$ cat src/rtl/ex_muldiv_unit_pkg.sv
// ex_muldiv_unit_pkg: M-extension op codes, FSM encodings and sign helper.
package ex_muldiv_unit_pkg;
   localparam int MULDIV_XLEN = 32;
   localparam logic [2:0] MULDIV_OP_MUL    = 3'd0;
   localparam logic [2:0] MULDIV_OP_MULH   = 3'd1;
   localparam logic [2:0] MULDIV_OP_MULHSU = 3'd2;
   localparam logic [2:0] MULDIV_OP_MULHU  = 3'd3;
   localparam logic [2:0] MULDIV_OP_DIV    = 3'd4;
   localparam logic [2:0] MULDIV_OP_DIVU   = 3'd5;
   localparam logic [2:0] MULDIV_OP_REM    = 3'd6;
   localparam logic [2:0] MULDIV_OP_REMU   = 3'd7;
   typedef enum logic [1:0] {
      MULDIV_STATE_IDLE = 2'd0,
      MULDIV_STATE_MUL  = 2'd1,
      MULDIV_STATE_DIV  = 2'd2,
      MULDIV_STATE_DONE = 2'd3
   } muldiv_state_e;
   function automatic logic [MULDIV_XLEN-1:0] neg_if(input logic n, input logic [MULDIV_XLEN-1:0] v);
      return n ? -v : v;
   endfunction
endpackage

$ cat src/rtl/ex_muldiv_unit_divider_core.sv
// muldiv_divider_core: unsigned restoring divider, one quotient bit per cycle, MSB first.
module muldiv_divider_core #(
   parameter int XLEN  = 32,
   parameter int STEPS = 32
) (
   input  logic            clock,
   input  logic            reset,
   input  logic            start,
   input  logic [XLEN-1:0] dividend,
   input  logic [XLEN-1:0] divisor,
   output logic            busy,
   output logic            done,
   output logic [XLEN-1:0] quotient,
   output logic [XLEN-1:0] remainder
);
   localparam int CW = $clog2(STEPS);
   logic            busy_q, done_q, fits;
   logic [CW-1:0]   cnt_q;
   logic [XLEN-1:0] quo_q, rem_q, dvs_q;
   logic [XLEN:0]   shifted, trial;
   // quotient register doubles as the dividend shifter
   always_comb begin
      shifted = {rem_q, quo_q[XLEN-1]};
      trial   = shifted - {1'b0, dvs_q};
      fits    = !trial[XLEN];
   end
   always_ff @(posedge clock) begin
      if (reset) begin
         busy_q <= 1'b0;
         done_q <= 1'b0;
         cnt_q  <= '0;
         quo_q  <= '0;
         rem_q  <= '0;
         dvs_q  <= '0;
      end else if (start) begin
         busy_q <= 1'b1;
         done_q <= 1'b0;
         cnt_q  <= '0;
         quo_q  <= dividend;
         rem_q  <= '0;
         dvs_q  <= divisor;
      end else if (busy_q) begin
         rem_q  <= fits ? trial[XLEN-1:0] : shifted[XLEN-1:0];
         quo_q  <= {quo_q[XLEN-2:0], fits};
         cnt_q  <= cnt_q + 1'b1;
         busy_q <= cnt_q != CW'(STEPS-1);
         done_q <= cnt_q == CW'(STEPS-1);
      end else begin
         done_q <= 1'b0;
      end
   end
   assign busy      = busy_q;
   assign done      = done_q;
   assign quotient  = quo_q;
   assign remainder = rem_q;
endmodule

$ cat src/rtl/ex_muldiv_unit.sv
// ex_muldiv_unit: iterative RV32M multiply/divide for the EX stage.
// Stalls the pipeline while busy and presents a registered result in DONE.
module ex_muldiv_unit
   import ex_muldiv_unit_pkg::*;
#(
   parameter int XLEN      = 32,
   parameter int DIV_STEPS = 32
) (
   input  logic            clock,
   input  logic            reset,
   input  logic            flush,
   input  logic            valid,
   input  logic [2:0]      op,
   input  logic [XLEN-1:0] rs1_data,
   input  logic [XLEN-1:0] rs2_data,
   output logic            stall,
   output logic            result_valid,
   output logic [XLEN-1:0] result
);
   muldiv_state_e state_q, state_d;
   logic [2:0]    op_q;
   logic [XLEN-1:0] a_q, b_q, result_q, result_d;
   logic a_neg_q, b_neg_q, result_valid_q;
   logic sgn_a, sgn_b, a_neg, b_neg, div_zero, div_ovf, special;
   logic dv_start, dv_busy, dv_done;
   logic [XLEN-1:0] dv_quo, dv_rem, special_res, mul_res, div_res;
   logic signed [2*XLEN-1:0] ma, mb, prod;
   always_comb begin
      sgn_a       = op != MULDIV_OP_MULHU && op != MULDIV_OP_DIVU && op != MULDIV_OP_REMU;
      sgn_b       = sgn_a && op != MULDIV_OP_MULHSU;
      a_neg       = sgn_a && rs1_data[XLEN-1];
      b_neg       = sgn_b && rs2_data[XLEN-1];
      div_zero    = rs2_data == '0;
      div_ovf     = sgn_b && op[2] && rs1_data == {1'b1, {(XLEN-1){1'b0}}} && rs2_data == '1;
      special     = op[2] && (div_zero || div_ovf);
      special_res = div_zero ? (op[1] ? rs1_data : '1) : (op[1] ? '0 : {1'b1, {(XLEN-1){1'b0}}});
      dv_start    = state_q == MULDIV_STATE_IDLE && valid && !flush && op[2] && !special && !dv_busy;
      // sign-extending to 2*XLEN makes one signed multiply cover all four variants
      ma          = {{XLEN{a_neg_q}}, a_q};
      mb          = {{XLEN{b_neg_q}}, b_q};
      prod        = ma * mb;
      mul_res     = op_q == MULDIV_OP_MUL ? prod[XLEN-1:0] : prod[2*XLEN-1:XLEN];
      div_res     = op_q[1] ? neg_if(a_neg_q, dv_rem) : neg_if(a_neg_q ^ b_neg_q, dv_quo);
      result_d    = state_q == MULDIV_STATE_IDLE ? special_res :
                    state_q == MULDIV_STATE_MUL  ? mul_res : div_res;
   end
   muldiv_divider_core #(.XLEN(XLEN), .STEPS(DIV_STEPS)) u_div (
      .clock    (clock),
      .reset    (reset || flush),
      .start    (dv_start),
      .dividend (neg_if(a_neg, rs1_data)),
      .divisor  (neg_if(b_neg, rs2_data)),
      .busy     (dv_busy),
      .done     (dv_done),
      .quotient (dv_quo),
      .remainder(dv_rem)
   );
   always_ff @(posedge clock) begin
      if (reset || flush) state_q <= MULDIV_STATE_IDLE;
      else                state_q <= state_d;
   end
   always_comb begin
      state_d = state_q;
      case (state_q)
         MULDIV_STATE_IDLE: if (valid) state_d = !op[2] ? MULDIV_STATE_MUL : special ? MULDIV_STATE_DONE : MULDIV_STATE_DIV;
         MULDIV_STATE_MUL:  state_d = MULDIV_STATE_DONE;
         MULDIV_STATE_DIV:  state_d = dv_done ? MULDIV_STATE_DONE : MULDIV_STATE_DIV;
         default:           state_d = MULDIV_STATE_IDLE;
      endcase
   end
   always_comb begin
      stall = valid && state_q != MULDIV_STATE_DONE && !flush;
   end
   always_ff @(posedge clock) begin
      if (reset || flush) begin
         op_q           <= '0;
         a_q            <= '0;
         b_q            <= '0;
         a_neg_q        <= 1'b0;
         b_neg_q        <= 1'b0;
         result_q       <= '0;
         result_valid_q <= 1'b0;
      end else begin
         result_valid_q <= state_d == MULDIV_STATE_DONE;
         if (state_d == MULDIV_STATE_DONE) result_q <= result_d;
         if (state_q == MULDIV_STATE_IDLE && valid) begin
            op_q    <= op;
            a_q     <= rs1_data;
            b_q     <= rs2_data;
            a_neg_q <= a_neg;
            b_neg_q <= b_neg;
         end
      end
   end
   assign result_valid = result_valid_q;
   assign result       = result_q;
endmodule

$ cat config.mk
export PLATFORM = sky130hd
export DESIGN_NAME = ex_muldiv_unit
export DESIGN_NICKNAME = d
export VERILOG_FILES = /design/src/rtl/ex_muldiv_unit_pkg.sv /design/src/rtl/ex_muldiv_unit_divider_core.sv /design/src/rtl/ex_muldiv_unit.sv
export SDC_FILE = /design/constraint.sdc
export NUM_CORES = 2
export LEC_CHECK = 0
export CELL_PAD_IN_SITES_DETAIL_PLACEMENT = 0
export CELL_PAD_IN_SITES_GLOBAL_PLACEMENT = 2
export CORE_MARGIN = 3
export CORE_UTILIZATION = 35
export DETAILED_ROUTE_END_ITERATION = 7
export GPL_TIMING_DRIVEN = 1
export PLACE_DENSITY = 0.8
export SLEW_MARGIN = 30
export SYNTH_ARGS = -nofsm -noshare
export SYNTH_HDL_FRONTEND = slang
export SYNTH_HIERARCHICAL = 1
export SYNTH_SLANG_ARGS = --single-unit
export TNS_END_PERCENT = 50
$ cat constraint.sdc
create_clock -name clock -period 8.7 [get_ports clock]
set_input_delay 2.61 -clock clock [delete_from_list [all_inputs] [get_ports clock]]
set_output_delay 2.61 -clock clock [all_outputs]
set_load 0.05 [all_outputs]
* Word level (Yosys, flattened, before mapping)
Cells that the tools add are included.
** Storage, ports and cells
- Bits in registers :: 207
- Logic and storage cells :: 84
- Output and inout port bits :: 34
- Input port bits :: 71
** Cells by class
- Bitwise logic cells :: 2
- Reductions and logical operators :: 28
- $mul :: 1
- $add $sub $neg :: 6
- Eq/ne operators :: 12
- Mux-type cells :: 21
** Operator list (number)
- $mux W32 :: 14
- $neg A32 Y32 :: 4
- $eq A32 B32 Y1 const B :: 2
- $mul A33 B33 Y64 :: 1
- $sub A33 B32 Y33 :: 1
- $logic_not A32 Y1 :: 1
- $logic_and A1 B1 Y1 :: 16
- $ne A3 B2 Y1 const B :: 2
- $ne A3 B3 Y1 const B :: 2
- $pmux W2 S3 :: 1
- $add A5 B1 Y5 const B :: 1
- $eq A5 B5 Y1 const B :: 1
- $ne A5 B5 Y1 const B :: 1
- $eq A2 B2 Y1 const B :: 2
- $logic_not A1 Y1 :: 4
- $mux W1 :: 4
- $mux W2 :: 2
- $logic_not A3 Y1 :: 1
- $reduce_or A3 Y1 :: 1
- $eq A2 B1 Y1 const B :: 1
- $logic_not A2 Y1 :: 1
- $logic_or A1 B1 Y1 :: 2
- $ne A2 B2 Y1 const B :: 1
- $reduce_bool A2 Y1 :: 1
- other kinds (3) :: 3

* Longest topological paths before layout
- Depth after elaboration :: 14
- Depth in mapped cells :: 31
- Depth with buffers taken out :: 28

* Modules after synthesis
Netlist, hierarchy kept.
** By module, submodules not included
- ex_muldiv_unit :: cells an instance 5249, area an instance 45994.1 µm², sequential area each 2082.0 µm², instances 1
- muldiv_divider_core :: cells an instance 755, area an instance 6170.9 µm², sequential area each 2062.0 µm², instances 1

* Least setup slack after synthesis
OpenSTA, ideal clock, no wires.
- Path type :: register -> register
- Start point :: register a_neg_q
- End point :: register result_q[31] (netlist: result[31])
- Arrival time :: 8432 ps
- Path buffers :: 4
- Period minus slack after synthesis :: 8519 ps
- Slack :: 181 ps
- Data required time :: 8613 ps
- Library setup time :: 87 ps
- Cell stages (with the launch flop) :: 31
- Cell sequence :: dfxtp_1 clkbuf_1 clkbuf_1 buf_1 nand2_1 inv_1 fa_1 inv_1 fa_1 inv_1 fa_1 fa_1 inv_1 fa_1 inv_1 fa_1 fa_1 inv_1 fa_1 inv_1 ha_1 clkbuf_1 a21oi_1 o21ai_0 a221o_1 a221o_1 a31oi_1 nand2b_1 a211oi_1 mux2i_1 o31ai_1
** On the way
- Longest elaborated chain between the ends :: 5
- Elaborated cells on any way between the ends :: 8
- Those cells by class :: mul (1); mux (6); bitwise (1)
** Ends and longest elaborated chain
- from (decl) :: RTL line ex_muldiv_unit.sv:23 : logic a_neg_q, b_neg_q, result_valid_q;
- from (signal assigned) :: RTL line ex_muldiv_unit.sv:90 : a_neg_q <= a_neg;
- parallel branches: the longest is 3 deep, another holds $mul A33 B33 Y64
- $mux W32 (*) :: RTL line ex_muldiv_unit.sv:45 : state_q == MULDIV_STATE_MUL ? mul_res : div_res;
- $mux W32 (*) :: RTL line ex_muldiv_unit.sv:44 : result_d = state_q == MULDIV_STATE_IDLE ? special_res :
- to (signal assigned) :: RTL line ex_muldiv_unit.sv:85 : if (state_d == MULDIV_STATE_DONE) result_q <= result_d;
- to (decl) :: RTL line ex_muldiv_unit.sv:22 : logic [XLEN-1:0] a_q, b_q, result_q, result_d;
Mark *: on every way between the ends.
A chain may end at the register's enable or synchronous reset.

* Worst setup path after layout
- Start point :: register a_q[26]
- End point :: register result_q[19] (netlist: result[19])
** On the way
- Longest elaborated chain between the ends :: 4
** Ends and longest elaborated chain
- from (decl) :: RTL line ex_muldiv_unit.sv:22
- from (signal assigned) :: RTL line ex_muldiv_unit.sv:88 : a_q <= rs1_data;
- $mul A33 B33 Y64 :: RTL line ex_muldiv_unit.sv:41 : prod = ma * mb;
- $mux W32 :: RTL line ex_muldiv_unit.sv:42 : mul_res = op_q == MULDIV_OP_MUL ? prod[XLEN-1:0] : prod[2*XLEN-1:XLEN];
- $mux W32 :: RTL line ex_muldiv_unit.sv:45
- $mux W32 :: RTL line ex_muldiv_unit.sv:44
Every way passes these cells.

==> results.txt <==
----------------------------------------------------
[Critical path]
  Start-to-end type of the worst setup path ... flop to flop
  Worst reg-to-reg setup slack ... 0.40 ns
  Startpoint of the most critical register-to-register path ... a_q[26]$_SDFFE_PP0P_
  Worst flop-to-flop path endpoint ... result[19]$_SDFFE_PP0P_
  Max FO, Critical Path ... 13
  Data arrival time of the critical path ... 8.78 ns
  Worst-path cell with the longest stage delay ... fa_1
  Critical Path Source Type ... flop
  CP most frequent cell ... fa_1
  Worst setup startpoint ... a_q[26]$_SDFFE_PP0P_
  Delay of the slowest critical-path stage ... 0.55 ns
  R2r worst-path depth ... 28
  Capturing instance or port of the critical path ... result[19]$_SDFFE_PP0P_
  Kind of end point of the critical path ... flop
  WP data required ... a little over 9 ns

[Timing]
  Final hold violations ... 0
  Final Slew Violations ... 0
  Tmin final ... 8.304 ns
  Worst clock skew ... ~0.033 ns
  Headroom to the max-slew limit ... 30.54%
  Worst-margin pin slew ... roughly 1.0 ns
  Post-route clock period utilization ... between 90% and 100%
  Final setup violating endpoints ... 0
  Fmax achieved ... approximately 120 MHz

[Layout]
  Net count of the finished layout ... about 7400
  Inserted Diodes ... 0
  Area added between synthesis and finish ... 9.481%
  Share of final-layout standard cells stronger than drive strength 1 ... 4.546%
  Most used cells in the layout excluding fill and tap cells ... inv_1 (1161), fa_1 (1126), nand2_1 (795)
  Leading cell type in the layout, fill and taps excluded ... inv_1
  Finished Core Util ... 38.63%
  Cell area after layout ... 0.05711 mm2

[Detailed routing]
  TritonRoute pass-1 iters ... 5
  DRC Markers ... 0
  Routed wire length ... 163300 um
  Post-DR vias/cell ... 5.123
  Detailed Route Iter0 Violations ... 2647
  Routed WL per cell ... 20.63 um
  Number of routed nets with antenna violations ... 0
  Routed via count ... between 40000 and 50000

[Floorplanning]
  Floorplan die width ... 392.1 um
  Row cnt ... 141
  Core region area ... 0.1478 mm2
  Starting density of the core ... 35.28%
  Height of the die ... 392.1 um
  Number of top-level pins ... 105
  Die Outline Area ... 0.1537 mm2

[Logic synthesis]
  Portion of the post-synthesis area used by sequential elements ... under 10%
  Number of distinct library cells after synthesis ... 77
  Mapped cell area ... 0.05217 mm2
  Synthesis Warnings ... 6
  Mapped Avg Cell Area ... 8.688 um2
  Number of enable flip-flop cells after synthesis ... 0
  Number of instances in the synthesized netlist ... 6004
  Syn nets ... 7456
  Share of flip-flops with an asynchronous set or reset after synthesis ... 0%
  Post-synth top flop ... dfxtp_1
  Flops & latches, synth ... approximately 210

[GRT]
  Met2 Resource Use GR ... 37.67%
  Via count of the first global-routing pass ... between 40000 and 50000
  Antenna violations before repair ... 3
  Fraction of met3 tracks used by global routing ... 1.786%
  Largest net degree at the start of global routing ... 71
  Remaining global-route overflow ... 0
  Aggregate global-route resource usage ... 21.67%
  GR Util met1 ... 29.29%
  Wire length of the first global-routing pass ... about 260000 um
  Most crowded layer after global routing ... met2

[Placed design]
  IO buf count ... 104
  Cell Area, Placed ... between 0.05 and 0.06 mm2
  GPL Wtd Cong ... 0.9139
  Half-perimeter wire length after placement ... 134600 um

[Clock network]
  Worst skew pair latency ... 0.60 ns
  Clock buffer depth ... 3
  Clk slew on worst S/H paths ... about 0.060 ns
  Cts repair resizes ... 0
  Number of levels in the clock H-tree ... 1
  CTS Buf Count ... 30
  Count of hold-fix buffers inserted at cts ... 0
  Clock root cell ... clkbuf_16
  Num Clock Sinks ... 207
  Number of setup buffers added after CTS ... 0
  CTS tree ... yes

[Pwr]
  Power density over the cells ... 63.78 mW/mm2
  Worst voltage drop across the vdd grid ... about 0.00016 V
  P_leak ... 0.02755 uW

[Hold path]
  Hold crit path type ... flop to flop

[Outcome]
  Status ... completed

[Flow run]
  Number of violations of the max-capacitance limit ... 0

----------------------------------------------------
==> sequential cells by signal, indices dropped and copies added, names as in the netlist <==
| name | cells |
|---|---|
| a_neg_q | 1 |
| a_q | 32 |
| b_neg_q | 1 |
| b_q | 32 |
| op_q | 3 |
| result | 32 |
| result_valid | 1 |
| state_q | 2 |
| u_div/busy | 1 |
| u_div/cnt_q | 5 |
| u_div/done | 1 |
| u_div/dvs_q | 32 |
| u_div/quotient | 32 |
| u_div/remainder | 32 |
==> synth_stat cells, drive strengths merged, types with 85 or more instances <==
library cell  instances  area [um2]
inv                1162        4362
fa                 1126       22540
nand2               796        2988
and2                545        3410
clkbuf              314        1179
a21oi               270        1363
ha                  255        3191
nor2                217       822.0
dfxtp               207        4144
o21ai               180       900.9
xnor2               134        1174
mux2i               103        1031
xor2                 85       763.2
==> critical path, delay by kind of cell, from the launching register on <==
family | cells | cell delay, ns
buffers and inverters | 8 | 0.78
AO/OA/AOI/OAI | 6 | 1.51
adder cells (fa/ha/maj) | 9 | 4.49
flip-flops | 1 | 0.54
AND/OR/NAND/NOR | 5 | 0.85
==> layout make-up <==
type | instances | area, um2
clock buffer | 39 | 845.8
clock inverter | 17 | 280.3
fill | 15125 | 90730
inverter | 1163 | 4368
multi-input combinational | 4284 | 42350
sequential | 207 | 4153
tap | 1930 | 2415
timing repair buffer | 273 | 2696
==> through the flow <==
stage | total power, uW | instances | hold slack, ns | setup TNS (ns) | worst slack, ns
6_report | 3643 | 7913 | 0.4552 | 0 | 0.3961
5_1_grt | 3806 | 7913 | 0.4805 | -0.003028 | -0.003028
4_1_cts | 3670 | 7913 | 0.4572 | 0 | 0.1574
3_5_place_dp | 2240 | 7857 | 0.4494 | 0 | 0.2197
3_3_place_gp | 2235 | 7857 | 0.4461 | 0 | 0.2229
2_1_floorplan | 1769 | 6004 | 0.4455 | 0 | 0.1805
==> worst min path at each step <==
stage,start,end,cells after the start
4_1_cts,b_q[15]$_SDFFE_PP0P_,b_q[15]$_SDFFE_PP0P_,2
6_report,b_q[15]$_SDFFE_PP0P_,b_q[15]$_SDFFE_PP0P_,2
5_1_grt,b_q[15]$_SDFFE_PP0P_,b_q[15]$_SDFFE_PP0P_,2
3_5_place_dp,b_q[12]$_SDFFE_PP0P_,b_q[12]$_SDFFE_PP0P_,2
2_1_floorplan,op_q[0]$_SDFFE_PP0P_,op_q[0]$_SDFFE_PP0P_,2
3_3_place_gp,b_q[12]$_SDFFE_PP0P_,b_q[12]$_SDFFE_PP0P_,2
==> metal layers <==
layer,routed length (um),part of all wire [%],vias up
li1,-,-,18232
met1,70560,43,21089
met2,81150,50,1018
met3,7044,4.3,203
met4,4516,2.8,0
met5,0,0,-
==> power breakdown <==
part           switching [uW]  internal [uW]
logic                     785            425
clock network             528            891
registers                41.6            972
==> cells by family (layout without fill, tap and decap cells) <==
logic type / Yosys count / in the layout / share of synthesized area [%]
xor+xnor: 219 / 219 / 3.713
mux: 105 / 105 / 2.020
simple gates: 1833 / 1833 / 17.19
fa+ha+maj: 1381 / 1381 / 49.33
buf+inv: 1513 / 1492 / 10.97
flops: 207 / 207 / 7.944
compound gates: 746 / 746 / 8.841
Note: power is estimated with default switching activity, not from simulation.
